### config.mk
export PLATFORM = sky130hd
export DESIGN_NAME = rc5_scheduler
export DESIGN_NICKNAME = d
export VERILOG_FILES = /design/src/rtl/rc5_pkg.sv /design/src/rtl/rc5_s_addr_mux.sv /design/src/rtl/rc5_scheduler.sv
export SDC_FILE = /design/constraint.sdc
export NUM_CORES = 1
export LEC_CHECK = 0
export BUFFER_PORTS_ARGS = -buffer_cell sky130_fd_sc_hd__buf_2
export CORE_AREA = 4 4 145 147
export DETAILED_ROUTE_END_ITERATION = 10
export DIE_AREA = 0 0 149 151
export HOLD_SLACK_MARGIN = 0.05
export PLACE_DENSITY = 0.55
export RECOVER_POWER = 25
export SYNTH_ARGS = -nofsm -noshare
export SYNTH_HDL_FRONTEND = slang
export SYNTH_HIERARCHICAL = 1
export SYNTH_SLANG_ARGS = --single-unit
export TNS_END_PERCENT = 10
### constraint.sdc
create_clock -name clk -period 5.3 [get_ports clk]
set_input_delay 1.06 -clock clk [delete_from_list [all_inputs] [get_ports clk]]
set_output_delay 1.06 -clock clk [all_outputs]
set_load 0.01 [all_outputs]
### src/rtl/rc5_pkg.sv
// Shared types and helpers for the RC5 scheduler slice.
// Optional feature macro: RC5_DECRYPT_EN (adds the RUN_DEC state and live decrypt path).
package rc5_pkg;

  // Scheduler state encoding; RUN_DEC exists only when the decrypt path is built.
  typedef enum logic [2:0] {
    NO_KEY  = 3'd0,
    KEY_EXP = 3'd1,
    READY   = 3'd2,
    RUN_ENC = 3'd3,
`ifdef RC5_DECRYPT_EN
    RUN_DEC = 3'd4,
`endif
    DONE    = 3'd5
  } state_t;

  localparam logic MODE_ENC = 1'b0;
  localparam logic MODE_DEC = 1'b1;

  // Number of words in the expanded key table for R rounds.
  function automatic int unsigned t_words(input int unsigned r);
    return 2 * (r + 1);
  endfunction

  // Address width needed to index the expanded key table.
  function automatic int unsigned t_length(input int unsigned r);
    return $clog2(t_words(r));
  endfunction

endpackage

### src/rtl/rc5_s_addr_mux.sv
// Selects which engine drives the shared S-table address pair.
// Optional feature macro: RC5_DECRYPT_EN (decrypt address pair selectable in RUN_DEC).
module rc5_s_addr_mux
  import rc5_pkg::*;
#(
  parameter int unsigned T_LENGTH = 5
) (
  input  state_t              i_state,
  input  logic [T_LENGTH-1:0] i_key_addr1,
  input  logic [T_LENGTH-1:0] i_key_addr2,
  input  logic [T_LENGTH-1:0] i_enc_addr1,
  input  logic [T_LENGTH-1:0] i_enc_addr2,
  input  logic [T_LENGTH-1:0] i_dec_addr1,
  input  logic [T_LENGTH-1:0] i_dec_addr2,
  output logic [T_LENGTH-1:0] o_addr1,
  output logic [T_LENGTH-1:0] o_addr2
);

  // Key engine owns the table during expansion, decrypt while decrypting, encrypt otherwise.
  always_comb begin
    o_addr1 = i_enc_addr1;
    o_addr2 = i_enc_addr2;
    case (i_state)
      KEY_EXP: begin
        o_addr1 = i_key_addr1;
        o_addr2 = i_key_addr2;
      end
`ifdef RC5_DECRYPT_EN
      RUN_DEC: begin
        o_addr1 = i_dec_addr1;
        o_addr2 = i_dec_addr2;
      end
`endif
      default: ;
    endcase
  end

`ifndef RC5_DECRYPT_EN
  logic w_dec_unused;
  assign w_dec_unused = ^{i_dec_addr1, i_dec_addr2};
`endif

endmodule

### src/rtl/rc5_scheduler.sv
// RC5 core sequencer: key expansion, block dispatch to the engines, result hand-off.
// Optional feature macro: RC5_DECRYPT_EN (honours iMode and drives the decrypt engine).
module rc5_scheduler
  import rc5_pkg::*;
#(
  parameter  int unsigned W        = 32,
  parameter  int unsigned R        = 12,
  localparam int unsigned T_LENGTH = t_length(R)
) (
  input  logic                clk,
  input  logic                rst,
  input  logic                iKey_req,
  output logic                oKey_start,
  input  logic                iKey_done,
  output logic                oKey_valid,
  input  logic                iValid,
  output logic                oReady,
  input  logic                iMode,
  input  logic [W-1:0]        iA,
  input  logic [W-1:0]        iB,
  output logic [W-1:0]        oEng_A,
  output logic [W-1:0]        oEng_B,
  output logic                oStart_enc,
  output logic                oStart_dec,
  input  logic                iEnc_done,
  input  logic                iDec_done,
  input  logic [W-1:0]        iEnc_A,
  input  logic [W-1:0]        iEnc_B,
  input  logic [W-1:0]        iDec_A,
  input  logic [W-1:0]        iDec_B,
  input  logic [T_LENGTH-1:0] iKey_addr1,
  input  logic [T_LENGTH-1:0] iKey_addr2,
  input  logic [T_LENGTH-1:0] iEnc_addr1,
  input  logic [T_LENGTH-1:0] iEnc_addr2,
  input  logic [T_LENGTH-1:0] iDec_addr1,
  input  logic [T_LENGTH-1:0] iDec_addr2,
  output logic [T_LENGTH-1:0] oS_address1,
  output logic [T_LENGTH-1:0] oS_address2,
  output logic                oValid,
  input  logic                iReady,
  output logic [W-1:0]        oA,
  output logic [W-1:0]        oB
);

  state_t r_state;
  state_t w_next_state;

  logic r_key_pend, r_key_start, r_key_valid, r_ready, r_start_enc, r_valid;
  logic w_key_pend_nxt, w_key_valid_nxt;
  logic w_accept, w_cap_enc, w_busy;
  logic [W-1:0] r_eng_a, r_eng_b, r_a, r_b;
  logic [T_LENGTH-1:0] w_addr1, w_addr2;

`ifdef RC5_DECRYPT_EN
  logic r_start_dec;
  logic w_cap_dec;
`endif

  // State register.
  always_ff @(posedge clk or negedge rst) begin
    if (!rst) r_state <= NO_KEY;
    else      r_state <= w_next_state;
  end

  // Next-state decode plus next values of the registered control outputs.
  always_comb begin
    w_next_state = r_state;
    w_accept     = 1'b0;
    w_cap_enc    = 1'b0;
`ifdef RC5_DECRYPT_EN
    w_cap_dec    = 1'b0;
`endif
    case (r_state)
      NO_KEY:  if (iKey_req)  w_next_state = KEY_EXP;
      KEY_EXP: if (iKey_done) w_next_state = READY;
      READY: begin
        // A key request in the same cycle as a block wins; the block is left waiting.
        if (iKey_req) begin
          w_next_state = KEY_EXP;
        end else if (iValid && r_ready) begin
          w_accept = 1'b1;
`ifdef RC5_DECRYPT_EN
          w_next_state = (iMode == MODE_DEC) ? RUN_DEC : RUN_ENC;
`else
          w_next_state = RUN_ENC;
`endif
        end
      end
      RUN_ENC: begin
        if (iEnc_done) begin
          w_cap_enc    = 1'b1;
          w_next_state = DONE;
        end
      end
`ifdef RC5_DECRYPT_EN
      RUN_DEC: begin
        if (iDec_done) begin
          w_cap_dec    = 1'b1;
          w_next_state = DONE;
        end
      end
`endif
      DONE: begin
        if (r_valid && iReady)
          w_next_state = (r_key_pend || iKey_req) ? KEY_EXP : READY;
      end
      default: w_next_state = NO_KEY;
    endcase

    w_busy = (r_state == RUN_ENC) || (r_state == DONE);
`ifdef RC5_DECRYPT_EN
    w_busy = w_busy || (r_state == RUN_DEC);
`endif

    // Key requests arriving while a block is in flight are remembered until expansion starts.
    w_key_pend_nxt = r_key_pend;
    if (w_next_state == KEY_EXP)  w_key_pend_nxt = 1'b0;
    else if (iKey_req && w_busy)  w_key_pend_nxt = 1'b1;

    w_key_valid_nxt = r_key_valid;
    if (w_next_state == KEY_EXP)                              w_key_valid_nxt = 1'b0;
    else if (r_state == KEY_EXP && w_next_state == READY)     w_key_valid_nxt = 1'b1;
  end

  // Control outputs registered from the next state so they line up with the state register.
  always_ff @(posedge clk or negedge rst) begin
    if (!rst) begin
      r_key_pend  <= 1'b0;
      r_key_start <= 1'b0;
      r_key_valid <= 1'b0;
      r_ready     <= 1'b0;
      r_start_enc <= 1'b0;
      r_valid     <= 1'b0;
    end else begin
      r_key_pend  <= w_key_pend_nxt;
      r_key_start <= (w_next_state == KEY_EXP);
      r_key_valid <= w_key_valid_nxt;
      r_ready     <= (w_next_state == READY) && !w_key_pend_nxt;
      r_start_enc <= (w_next_state == RUN_ENC);
      r_valid     <= (w_next_state == DONE);
    end
  end

`ifdef RC5_DECRYPT_EN
  // Decrypt engine start, high for exactly the RUN_DEC residency.
  always_ff @(posedge clk or negedge rst) begin
    if (!rst) r_start_dec <= 1'b0;
    else      r_start_dec <= (w_next_state == RUN_DEC);
  end
  assign oStart_dec = r_start_dec;
`else
  assign oStart_dec = 1'b0;
  logic w_dec_unused;
  assign w_dec_unused = ^{iMode, iDec_done, iDec_A, iDec_B};
`endif

  // Engine operand capture on accept; held stable for the whole run.
  always_ff @(posedge clk or negedge rst) begin
    if (!rst) begin
      r_eng_a <= '0;
      r_eng_b <= '0;
    end else if (w_accept) begin
      r_eng_a <= iA;
      r_eng_b <= iB;
    end
  end

  // Result capture from whichever engine just finished; held until accepted downstream.
  always_ff @(posedge clk or negedge rst) begin
    if (!rst) begin
      r_a <= '0;
      r_b <= '0;
    end else if (w_cap_enc) begin
      r_a <= iEnc_A;
      r_b <= iEnc_B;
`ifdef RC5_DECRYPT_EN
    end else if (w_cap_dec) begin
      r_a <= iDec_A;
      r_b <= iDec_B;
`endif
    end
  end

  rc5_s_addr_mux #(
    .T_LENGTH (T_LENGTH)
  ) u_s_addr_mux (
    .i_state     (r_state),
    .i_key_addr1 (iKey_addr1),
    .i_key_addr2 (iKey_addr2),
    .i_enc_addr1 (iEnc_addr1),
    .i_enc_addr2 (iEnc_addr2),
    .i_dec_addr1 (iDec_addr1),
    .i_dec_addr2 (iDec_addr2),
    .o_addr1     (w_addr1),
    .o_addr2     (w_addr2)
  );

  // Table address is combinational; while reset is held it parks at {0,1}.
  assign oS_address1 = rst ? w_addr1 : T_LENGTH'(0);
  assign oS_address2 = rst ? w_addr2 : T_LENGTH'(1);

  assign oKey_start = r_key_start;
  assign oKey_valid = r_key_valid;
  assign oReady     = r_ready;
  assign oStart_enc = r_start_enc;
  assign oValid     = r_valid;
  assign oEng_A     = r_eng_a;
  assign oEng_B     = r_eng_b;
  assign oA         = r_a;
  assign oB         = r_b;

endmodule

# Yosys cells after proc, flatten, opt, wreduce, memory -nomap -nowiden
# Index checks and enable logic that the tools add are counted.
[word_totals]
ff_bits = 137
out_inout_bits = 144
wordCells = 50
inputBits = 231
[classes]
eq_ne = 8
n_reduce_logical = 10
mux = 21
[op_table]
columns = ["op", "count"]
rows = [
  ["5-bit two-way mux", 4],
  ["3-bit two-way mux", 6],
  ["3-bit one-hot mux with 5 select lines", 1],
  ["3-bit by 2-bit equality test with 1-bit output, second input constant", 4],
  ["1-bit two-way mux", 9],
  ["3-bit by 1-bit equality test with 1-bit output, second input constant", 2],
  ["3-bit equality test, second input constant", 2],
  ["1-bit logical AND", 5],
  ["3-bit logical NOT", 1],
  ["1-bit logical OR", 2],
  ["2-bit two-way mux", 1],
  ["2-bit nonzero test", 1],
  ["1-bit logical NOT", 1],
]

# Longest topological paths before layout
# Gate-level depths: netlist of run 1.
[depth]
depth_word = 8
ltp_mapped = 6
mapped_depth_nobuf = 4

# By module
# The synthesis of run 1 kept the hierarchy.
[modules_own_cells]
columns = ["module", "area_each_um2", "seq_area_each_um2", "instances", "cells_per_inst"]
rows = [
  ["rc5_scheduler", 5287.6, 3428.3, 1, 325],
  ["rc5_s_addr_mux", 136.4, 0.0, 1, 12],
]

# Least setup slack after synthesis of run 1
# Ideal clock, no wire load.
[synth_timing]
path_type = "in2out"
start = "in iKey_addr1[0]"
end = "out oS_address1[0]"
required_ns = 4.240
stages = 2
setup_slack_ns = 2.764
n_path_buf = 0
arrival_ns = 1.476
path_cell_list = "mux2_2 > and2_1"
[synth_between]
elab_chain_len = 2
[synth_lines]
columns = ["item", "line", "text"]
rows = [
  ["start: declaration", "rc5_scheduler.sv:31", "input logic [T_LENGTH-1:0] iKey_addr1,"],
  ["5-bit two-way mux", "rc5_s_addr_mux.sv:23", "case (i_state)"],
  ["5-bit two-way mux", "rc5_scheduler.sv:199", "assign oS_address1 = rst ? w_addr1 : T_LENGTH'(0);"],
  ["end: declaration", "rc5_scheduler.sv:37", "output logic [T_LENGTH-1:0] oS_address1,"],
]
# Every way passes these cells.

# Worst setup path in the final report of run 1
[layout_timing]
start = "reg r_state[0]"
end = "out oS_address1[1]"
[layout_between]
elab_chain_len = 3
[layout_lines]
columns = ["item", "line", "text"]
rows = [
  ["start: declaration", "rc5_scheduler.sv:45", "state_t r_state;"],
  ["start signal: assignment", "rc5_scheduler.sv:62", "else r_state <= w_next_state;"],
  ["3-bit by 1-bit equality test with 1-bit output", "rc5_s_addr_mux.sv:23", ""],
  ["5-bit two-way mux", "rc5_s_addr_mux.sv:23", ""],
  ["net w_addr1[1]", "rc5_scheduler.sv:52", "logic [T_LENGTH-1:0] w_addr1, w_addr2;"],
  ["5-bit two-way mux", "rc5_scheduler.sv:199", ""],
]
# The timed path passes the listed nets, and every way through them passes these cells.

==> results of run 1 <==
-- worst max-delay path, cell delays in order, from the launching register on --
cell and delay (ps):
dfrtp_1 620, nor3b_2 680, mux2_2 400, and2_1 160, buf_2 130
-- final cells by class --
cell class / count / share of cell area [%]
repair buffers: 301 / 19.1
inverters: 1 / 0.0484
clock inverters: 13 / 2.52
clock buffers: 18 / 5.66
flip-flops and latches: 137 / 44.2
well taps: 270 / 4.36
multi-input cells: 182 / 24.1
-- placed cells by master (no fill, tap or decap), types with 2 or more instances in the layout --
cell type	count
a21oi_1	2
clkbuf_16	17
clkbuf_1	34
buf_4	4
mux2_2	134
a21boi_0	3
buf_2	262
mux2_1	4
nand2b_1	2
dfrtp_1	137
clkinvlp_4	3
bufinv_16	4
clkinv_4	4
nand2_1	2
nand4bb_1	2
and2_1	9
inv_6	2
nand3_1	3
-- per-layer routing --
metal  GRT usage [%]  vias to the layer above  wire [um]
li1                -                     1795          -
met1            12.4                     1875       5110
met2            20.2                      171       7100
met3            5.45                       15       1260
met4            4.44                        0        192
met5               0                        -          0
-- per-stage QoR --
step                utilization, %  instances  power, mW  area, um^2  hold slack (ps)
finish                        39.0        922       4.48        7750              491
global route                  39.0        922       4.77        7750              517
CTS                           39.2        922       4.60        7800              493
detailed placement            36.0        891       3.30        7160              480
global placement              36.0        891       3.25        7160              463
floorplan                        -        337       2.61        5420              486
-- sequential cells by signal, summed over array words and instances (netlist names), 3 cells and up --
name / count
oEng_B: 32
r_state: 3
oB: 32
oEng_A: 32
oA: 32
-- kinds of logic (layout without fill, tap and decap cells) --
family / Yosys count / in the layout / synth area share [%]
muxes: 138 / 138 / 28.7
DFF: 137 / 137 / 63.2
and+or+nand+nor: 30 / 30 / 3.88
buffers and inverters: 18 / 333 / 2.40
AOI/OAI and AO/OA: 12 / 12 / 1.64
other: 1 / 1 / 0.0691
xor gates and xnor gates: 1 / 1 / 0.162
-- power by group --
| group | internal [mW] | switching (mW) | total (mW) |
|---|---|---|---|
| sequential | 1.50 | 0.245 | 1.75 |
| clock | 0.803 | 0.454 | 1.26 |
| combinational | 0.774 | 0.705 | 1.48 |
| total | 3.08 | 1.40 | 4.48 |
-- final timing paths --
check	startpoint	slack, ps	depth (start not counted)	to
worst min register to register	oEng_B[9]$_DFFE_PN0P_	490	1	oEng_B[9]$_DFFE_PN0P_
worst max register to register	r_state[2]$_DFF_PN0_	3110	4	oB[5]$_DFFE_PN0P_
worst min-delay path	oEng_B[9]$_DFFE_PN0P_	490	1	oEng_B[9]$_DFFE_PN0P_
max in group asynchronous	rst	3220	2	oB[9]$_DFFE_PN0P_
min in group asynchronous	rst	620	1	oEng_B[0]$_DFFE_PN0P_
worst max-delay path	r_state[0]$_DFF_PN0_	1850	4	oS_address1[1]
==> results.md, run 1 <==
* Sequential area share after synthesis at 63.2%
* CTS Buf Count at 17
* Setup ws final at 1850 ps
* Top FF cell, synth: dfrtp_1
* Setup TNS Final at 0 ps
* CTS tree: yes
* GR Util All Layers at 11.7%
* Largest area contributor in the netlist: dfrtp_1
* Rel. slew slack at 36.7%
* CP arrival at 2390 ps
* Worst slack, placed at 2270 ps
* Number of diodes at 0
* Register Area at 3430 um^2
* Period utilisation layout at 65.2%
* Ports at 375
* # clock sinks at 137
* Vias in the first global route at 4,098
* Initial antenna violation count at 0
* Final hold viol count at 0
* Mean Syn Cell Area at 16.1 um^2
* Post_cts resized at 0
* FP Rows at 52
* Synth Instances at 337
* Critical Path End Type: output port
* Top post-synthesis cells by count: 137 x dfrtp_1, 134 x mux2_2, 9 x and2_1, 8 x buf_2, 5 x buf_6
* Pre-antenna DRT Iters at 4
* Core Box Area at 19,900 um^2
* DRT antenna net count at 0
* Async SR Flop Fraction at 100%
* DR vias at 3,856
* Multi-input logic area at 1870 um^2
* Synth warn at 6
* Max-capacitance violation count at 0
* RSZ-0062 raised after global routing: no
* Clock latency on the worst-skew pair at 410 ps
* Avg WL per Cell at 14.8 um
* Setup violators final at 0
* Area growth syn-to-layout at 43.0%
* Gr ovfl total at 0
* Vert. Die Dim at 151 um
* Synthesized flop and latch total at 137
* Fin. max-slew vios at 0
* First-pass GRT wire length at 20,500 um
* Post-synth EDFFs at 0
* Routed WL at 13,700 um
* Skew final at 8.03 ps
* Share of layout cells above drive strength 1 at 66.9%
* P_leak at 4.02 nW
* Initial core utilization at 27.2%
* Least-Margin Pin Slew at 949 ps
* Setup CP Type: register to output port
* Critical Path Fanout Max at 13
* Final critical-path required period at 3450 ps
* Starting DRT DRC Count at 95
* PD cells at 578 nW/um^2
* Setup repair bufs after CTS at 0
* CP startpoint kind: register
* Share of the synthesized area in the top cell type at 63.2%
* Nets at 871
* Clock transition at path regs at 60 ps
* Placer congestion estimate at 0.753
* Fillers at 1,955
* Root buf cell: clkbuf_16
* Status: completed
* Worst Path Required at 4240 ps
* Max VDD drop at 225 uV
* Full die area at 22,500 um^2
* Synth top area cells: dfrtp_1 63%, mux2_2 28%, and2_1 1.0%
* CTS Hold Bufs at 0
* Max Clk Rate at 290 MHz
* Distinct cell type count after synthesis at 34
* Detailed Place HPWL at 10,300 um
* Vias per inst at 4.18
* Synthesized Nets at 568
* Largest net degree at the start of global routing at 76
* H-tree depth at 4
* Longest Clk Path Bufs at 2
* Min-delay worst type: register to register
* Top-count cell post-synth: dfrtp_1
* Drt drc at 0
* PortBufs at 297
* Die width at 149 um
* Post-Syn Area at 5420 um^2
No activity file was read; power rests on OpenSTA's default activity.
==> run 2: changes to the inputs <==
Settings changed: ABC_AREA set to 1, CORE_AREA 4 4 145 147 to 4 4 144 146, DIE_AREA 0 0 149 151 to 0 0 148 150, PLACE_DENSITY 0.55 to 0.6.
Clock period 5.3 ns to 3 ns, I/O delays scaled along.
==> run 2 against run 1 <==
  * Worst hold slack lost 110 ps
  * Count of clock-buffer cells in the layout fell by 1
  * Largest cell class unchanged
  * Sequential cell count unchanged
  * Cell count up 20%
  * Final area is 3.5% higher
  * Register-to-register slack got worse by 2300 ps
  * Largest power group unchanged
  * Critical path depth rose by 3
  * Non-clock buffer count grew 6
  * Highest routed layer unchanged
==> results.md, run 2 <==
* Distinct cell type count after synthesis at 21
* Clock latency on the worst-skew pair at 410 ps
* CTS Hold Bufs at 1
* Fin. max-slew vios at 0
* Placed inst area at 7520 um^2
* Most common cell after layout, fill and taps aside: nand2_1
* Synth top area cells: dfrtp_1 60%, mux2_4 16%, nand2_1 16%
* Nets at 1,061
* CP startpoint kind: register
* Multiplexer share of the synthesized area at 16.5%
* Met2 Use GR at 22.8%
* Vert. Die Dim at 150 um
* Clock transition at path regs at 70 ps
* Setup violators final at 0
* PortBufs at 297
* Period utilisation layout at 85.2%
* CTS Buf Count at 17
* Avg WL per Cell at 14.2 um
* Synthesized Nets at 759
* Top FF cell, synth: dfrtp_1
* # clock sinks at 137
* Largest area contributor in the netlist: dfrtp_1
* Routed WL at 15,800 um
* First-pass GRT wire length at 24,100 um
* Hold path startpoint: iEnc_A[8]
* Post-Syn Area at 5740 um^2
* CTS tree: yes
* Critical Path Start: r_state[0]$_DFF_PN0_
* Core Util, Final at 41.4%
* DR vias at 4,582
* Met3 usage at 4.88%
* Worst Path Required at 2400 ps
* Share of the synthesized area in the top cell type at 59.7%
* Max-capacitance violation count at 0
* Least-Margin Pin Slew at 793 ps
* CP arrival at 1960 ps
* Pre-antenna DRT Iters at 4
* Share of layout cells above drive strength 1 at 37.6%
* Synthesized flop and latch total at 137
* Largest net degree at the start of global routing at 134
* Critical Path End Type: output port
* Core Box Area at 19,400 um^2
* Fillers at 1,992
* Initial antenna violation count at 2
* WHS at 378 ps
* Status: completed
* Cell Chain, Critical Path: clkbuf_1, nand3_2, nand2_1, nand2_1, nand2_1, inv_1, buf_2
* Post-route cell area at 8030 um^2
* Placer congestion estimate at 0.800
* PD cells at 941 nW/um^2
* Die width at 148 um
* Async SR Flop Fraction at 100%
* Post_cts resized at 0
* Final hold viol count at 0
* Mean Syn Cell Area at 10.9 um^2
* Tot Pwr at 7.55 mW
* Non-Filler Instances at 1,111
* Setup CP Type: register to output port
* FP Rows at 51
* Most crowded layer after global routing: met2
* Complex-gate fraction of the synthesized area at 0.218%
* Largest family of logic cells by synthesized area: simple AND/OR/NAND/NOR gates
* Root buf cell: clkbuf_16
* P_leak at 4.68 nW
* Worst slack, placed at 618 ps
* Max Clk Rate at 391 MHz
* Critical R2R Launch: r_state[0]$_DFF_PN0_
* Worst Path Buf+Inv at 3
* DRT antenna net count at 0
* Area growth syn-to-layout at 39.8%
* Skew final at 9.05 ps
* RSZ-0062 raised after global routing: no
* Top post-synthesis cells by count: 239 x nand2_1, 137 x dfrtp_1, 60 x mux2_4, 25 x inv_1, 12 x nor2_1
* XOR/XNOR Fraction of Synth Area at 0%
* Setup ws final at 444 ps
* Placed cell count at 1,075
* Crit path largest cell delay at 480 ps
* Full die area at 22,200 um^2
* Gr ovfl total at 0
* Most frequent cells in the layout: 239 x nand2_1, 209 x buf_2, 137 x dfrtp_1
* Starting DRT DRC Count at 127
* Most frequent CP cell: nand2_1
* Post-synth EDFFs at 0
* Sequential area share after synthesis at 59.7%
* Synth warn at 6
* Vias per inst at 4.12
* H-tree depth at 4
* CP delay by family, top: buffers and inverters
* Slowest CP cell: clkbuf_1
* Min-delay worst type: input port to register
* Post-Synth Adder-Cell Area at 0%
* Detailed Place HPWL at 11,400 um
* Longest Clk Path Bufs at 2
* GR Util All Layers at 13.8%
* Critical Path Fanout Max at 15
* Setup repair bufs after CTS at 0
* Rel. slew slack at 47.1%
* Top-count cell post-synth: nand2_1
* Initial core utilization at 29.6%
* Post-Synth Simple-Gate Area at 19.0%
* Met1 GRT Util at 16.8%
* Max VDD drop at 322 uV
* Drt drc at 0
* Ports at 375
* Setup TNS Final at 0 ps
* Vias in the first global route at 4,613
* Final critical-path required period at 2560 ps
* Synth Instances at 528
[run 2: changes by cell type after synthesis, sizes merged, moves of 3 or more]
cell / previous run / this run
mux2: 138 / 64
buf: 17 / 20
nand4: 0 / 12
inv: 1 / 26
nor2: 1 / 13
clkbuf: 0 / 4
nand3: 4 / 8
nand2: 2 / 239
a21boi: 3 / 0
and2: 9 / 0
[run 2: report_power, final]
group | internal (mW) | switching [mW] | leakage [nW]
clock | 1.20 | 0.917 | 0.290
sequential | 2.54 | 0.382 | 1.81
combinational | 1.08 | 1.44 | 2.58
total | 4.81 | 2.74 | 4.68
[run 2: layout make-up]
| class | instances | area (um^2) | share of cell area [%] |
|---|---|---|---|
| Sequential cell | 137 | 3430 | 42.7 |
| Inverter | 26 | 97.6 | 1.22 |
| Timing Repair Buffer | 307 | 1510 | 18.8 |
| Clock buffer | 17 | 425 | 5.30 |
| Antenna cell | 3 | 7.51 | 0.0935 |
| Multi-Input combinational cell | 341 | 2060 | 25.6 |
| Tap cell | 265 | 332 | 4.13 |
| Clock inverter | 15 | 173 | 2.15 |
[run 2: final timing paths]
| kind | to | cells after the start | slack [ps] |
|---|---|---|---|
| worst max register to register | oA[3]$_DFFE_PN0P_ | 6 | 790 |
| min in group asynchronous | oB[18]$_DFFE_PN0P_ | 2 | 650 |
| worst max-delay path | oS_address2[2] | 7 | 440 |
| worst min register to register | oB[16]$_DFFE_PN0P_ | 2 | 480 |
| max in group asynchronous | oEng_A[23]$_DFFE_PN0P_ | 3 | 1410 |
| worst min-delay path | oA[8]$_DFFE_PN0P_ | 3 | 380 |
[run 2: routing by layer]
metal	wire length, um	part of all wire, %
met1	6580	42
met2	7750	49
met5	0	0
met3	1230	7.8
met4	238	1.5
[run 2: cell families after synthesis]
group | count (synthesis)
AO/OA/AOI/OAI | 2
buffers and inverters | 50
flip-flops | 137
multiplexers | 64
other | 1
AND/OR/NAND/NOR | 274
[run 2: tightest hold or removal path, cell delays in order]
cell,delay (ps)
buf_2,70
nand2_1,40
nand2_1,50
==> run 3: changes to the inputs <==
Settings changed: CORE_AREA 4 4 144 146 to 4 4 145 147, DIE_AREA 0 0 148 150 to 0 0 149 151, PLACE_DENSITY 0.6 to 0.57.
Clock period 3 ns to 2.4 ns, I/O delays scaled along.
==> run 3 against run 2 <==
  * Sequential share of layout area down 0.15 points
  * Via count down 2.2%
  * Final area up 0.34%
  * Setup slack worse by 270 ps
  * Non-clock buffer count up 5
  * Global-route usage down 0.51 points
  * Routed wire length down 0.77%
  * Cell count up 0.63%
  * Count of clock-buffer cells in the layout up 1
  * Power up 27%
  * Worst hold slack worse by 120 ps
==> results.md, run 3 (synthesis gave the netlist of run 2 again) <==
* Status: completed
* Slowest CP cell: dfrtp_1
* Initial core utilization at 28.8%
* Critical Path End Type: output port
* Setup violators final at 0
* Internal power consumption at 6.22 mW
* Most frequent CP cell: nand2_1
* PD cells at 1190 nW/um^2
* Avg WL per Cell at 14.0 um
* PortBufs at 297
* Starting DRT DRC Count at 149
* NetSw at 3.36 mW
* Detailed Place HPWL at 11,400 um
* Critical R2R Launch: r_state[2]$_DFF_PN0_
* Skew final at 9.26 ps
* RSZ-0062 raised after global routing: no
* First-pass GRT wire length at 23,400 um
* Cell Chain, Critical Path: clkinvlp_4, nand3_2, nand2_1, nand2_1, nand2_1, inv_1, buf_2
* GR Util All Layers at 13.3%
* Area growth syn-to-layout at 40.3%
* Root buf cell: clkbuf_16
* Rel. slew slack at 49.1%
* Number of diodes at 0
* WL met1 at 6660 um
* Routed wl met2 at 7680 um
* Share of layout cells above drive strength 1 at 37.5%
* Fin. max-slew vios at 0
* CP startpoint kind: register
* Ports at 375
* DRT antenna net count at 0
* Worst r2r path cells at 8
* Vias per inst at 4.01
* Setup CP Type: register to output port
* RR Endpoint: r_key_pend$_DFF_PN0_
* Period utilisation layout at 92.7%
* Longest Clk Path Bufs at 2
* Critical Path Fanout Max at 10
* Final hold viol count at 0
* Pre-antenna DRT Iters at 4
* Drt drc at 0
* Placed cell count at 1,081
* Max Clk Rate at 449 MHz
* # clock sinks at 137
* Non-Filler Instances at 1,118
* FP Rows at 52
* Max VDD drop at 471 uV
* DR vias at 4,482
* Most common cell after layout, fill and taps aside: nand2_1
* Vert. Die Dim at 151 um
* CTS Buf Count at 17
* Gate power share at 33.4%
* Tot Pwr at 9.58 mW
* H-tree depth at 4
* Clock transition at path regs at 60 ps
* Worst Path Buf+Inv at 3
* Met3 WL at 1250 um
* R2R Setup Slk at 450 ps
* CTS tree: yes
* Core Box Area at 19,900 um^2
* Hold path startpoint: iEnc_A[13]
* Largest net degree at the start of global routing at 129
* Hold EP: oA[13]$_DFFE_PN0P_
* Critical Path Start: r_state[2]$_DFF_PN0_
* Multi-input logic area at 2060 um^2
* Setup TNS Final at 0 ps
* Final critical-path required period at 2230 ps
* Least-Margin Pin Slew at 763 ps
* Crit path largest cell delay at 520 ps
* Initial antenna violation count at 0
* CP arrival at 1750 ps
* Worst Path Required at 1920 ps
* Vias in the first global route at 4,397
* Switching Fraction at 35.0%
* Register Area at 3430 um^2
* Clock network power share at 28.5%
* P_leak at 4.66 nW
* Placer congestion estimate at 0.821
* WHS at 260 ps
* Die width at 149 um
* Fillers at 2,014
* Max-capacitance violation count at 0
* Min-delay worst type: input port to register
* DR top layer: met4
* Nets at 1,066
* Full die area at 22,500 um^2
* Gr ovfl total at 0
* Routed WL at 15,700 um
* Hold path cells at 3
* Seq pwr share at 38.1%
* CP delay by family, top: flip-flops
* Clock latency on the worst-skew pair at 410 ps
* Most frequent cells in the layout: 239 x nand2_1, 202 x buf_2, 137 x dfrtp_1
[run 3: power by group through the flow]
stage | logic [mW] | clock network [mW] | registers (mW)
floorplan | 1.50 | 0 | 4.07
global placement | 3.35 | 0 | 3.64
detailed placement | 3.39 | 0 | 3.64
CTS | 3.38 | 2.82 | 3.63
global route | 3.57 | 2.94 | 3.76
finish | 3.20 | 2.73 | 3.65
[run 3: routing by layer]
layer / vias to the layer above / track usage, %
met5: - / 0
met4: 0 / 3.52
met1: 2018 / 16.4
li1: 2283 / -
met3: 6 / 5.12
met2: 175 / 22.1
[run 3: worst max path at each step]
| stage | end | slack [ps] | cells past startpoint |
|---|---|---|---|
| floorplan | oEng_A[10]$_DFFE_PN0P_ | 850 | 4 |
| global placement | oEng_B[11]$_DFFE_PN0P_ | 350 | 5 |
| detailed placement | oEng_A[9]$_DFFE_PN0P_ | 340 | 5 |
| CTS | oS_address2[2] | 50 | 7 |
| global route | oS_address1[2] | 40 | 7 |
| finish | oS_address1[2] | 170 | 7 |
[run 3: metrics by stage]
step,worst slack (ps),utilization [%],instance area [um^2]
final,174,40.5,8050
after global routing,43.5,40.5,8050
after CTS,47.9,40.9,8140
after detailed placement,340,37.7,7510
after global placement,353,37.7,7510
after floorplan,849,-,5740
[run 3: what timing repair did]
item                                    in CTS  in global routing
setup buffers                                0                  4
endpoints found under the hold margin        9                  0
endpoints found under the setup margin       0                 10
hold buffers                                 1                  0
resized for setup                            0                  2
[run 3: worst register-to-register path, cell delays in order (launching register included)]
cell and delay (ps):
dfrtp_1 520, inv_1 170, nand4_1 180, buf_4 430, nand2_1 100, inv_1 110, nand3_1 120, nor2_1 150
a21oi_1 60
[run 3: cell type report]
class,instances,share of cell area (%)
repair buffers,312,18.8
clock buffers,18,5.33
inverters,26,1.26
well taps,270,4.19
multi-input cells,341,25.5
clock inverters,14,2.31
flip-flops and latches,137,42.6
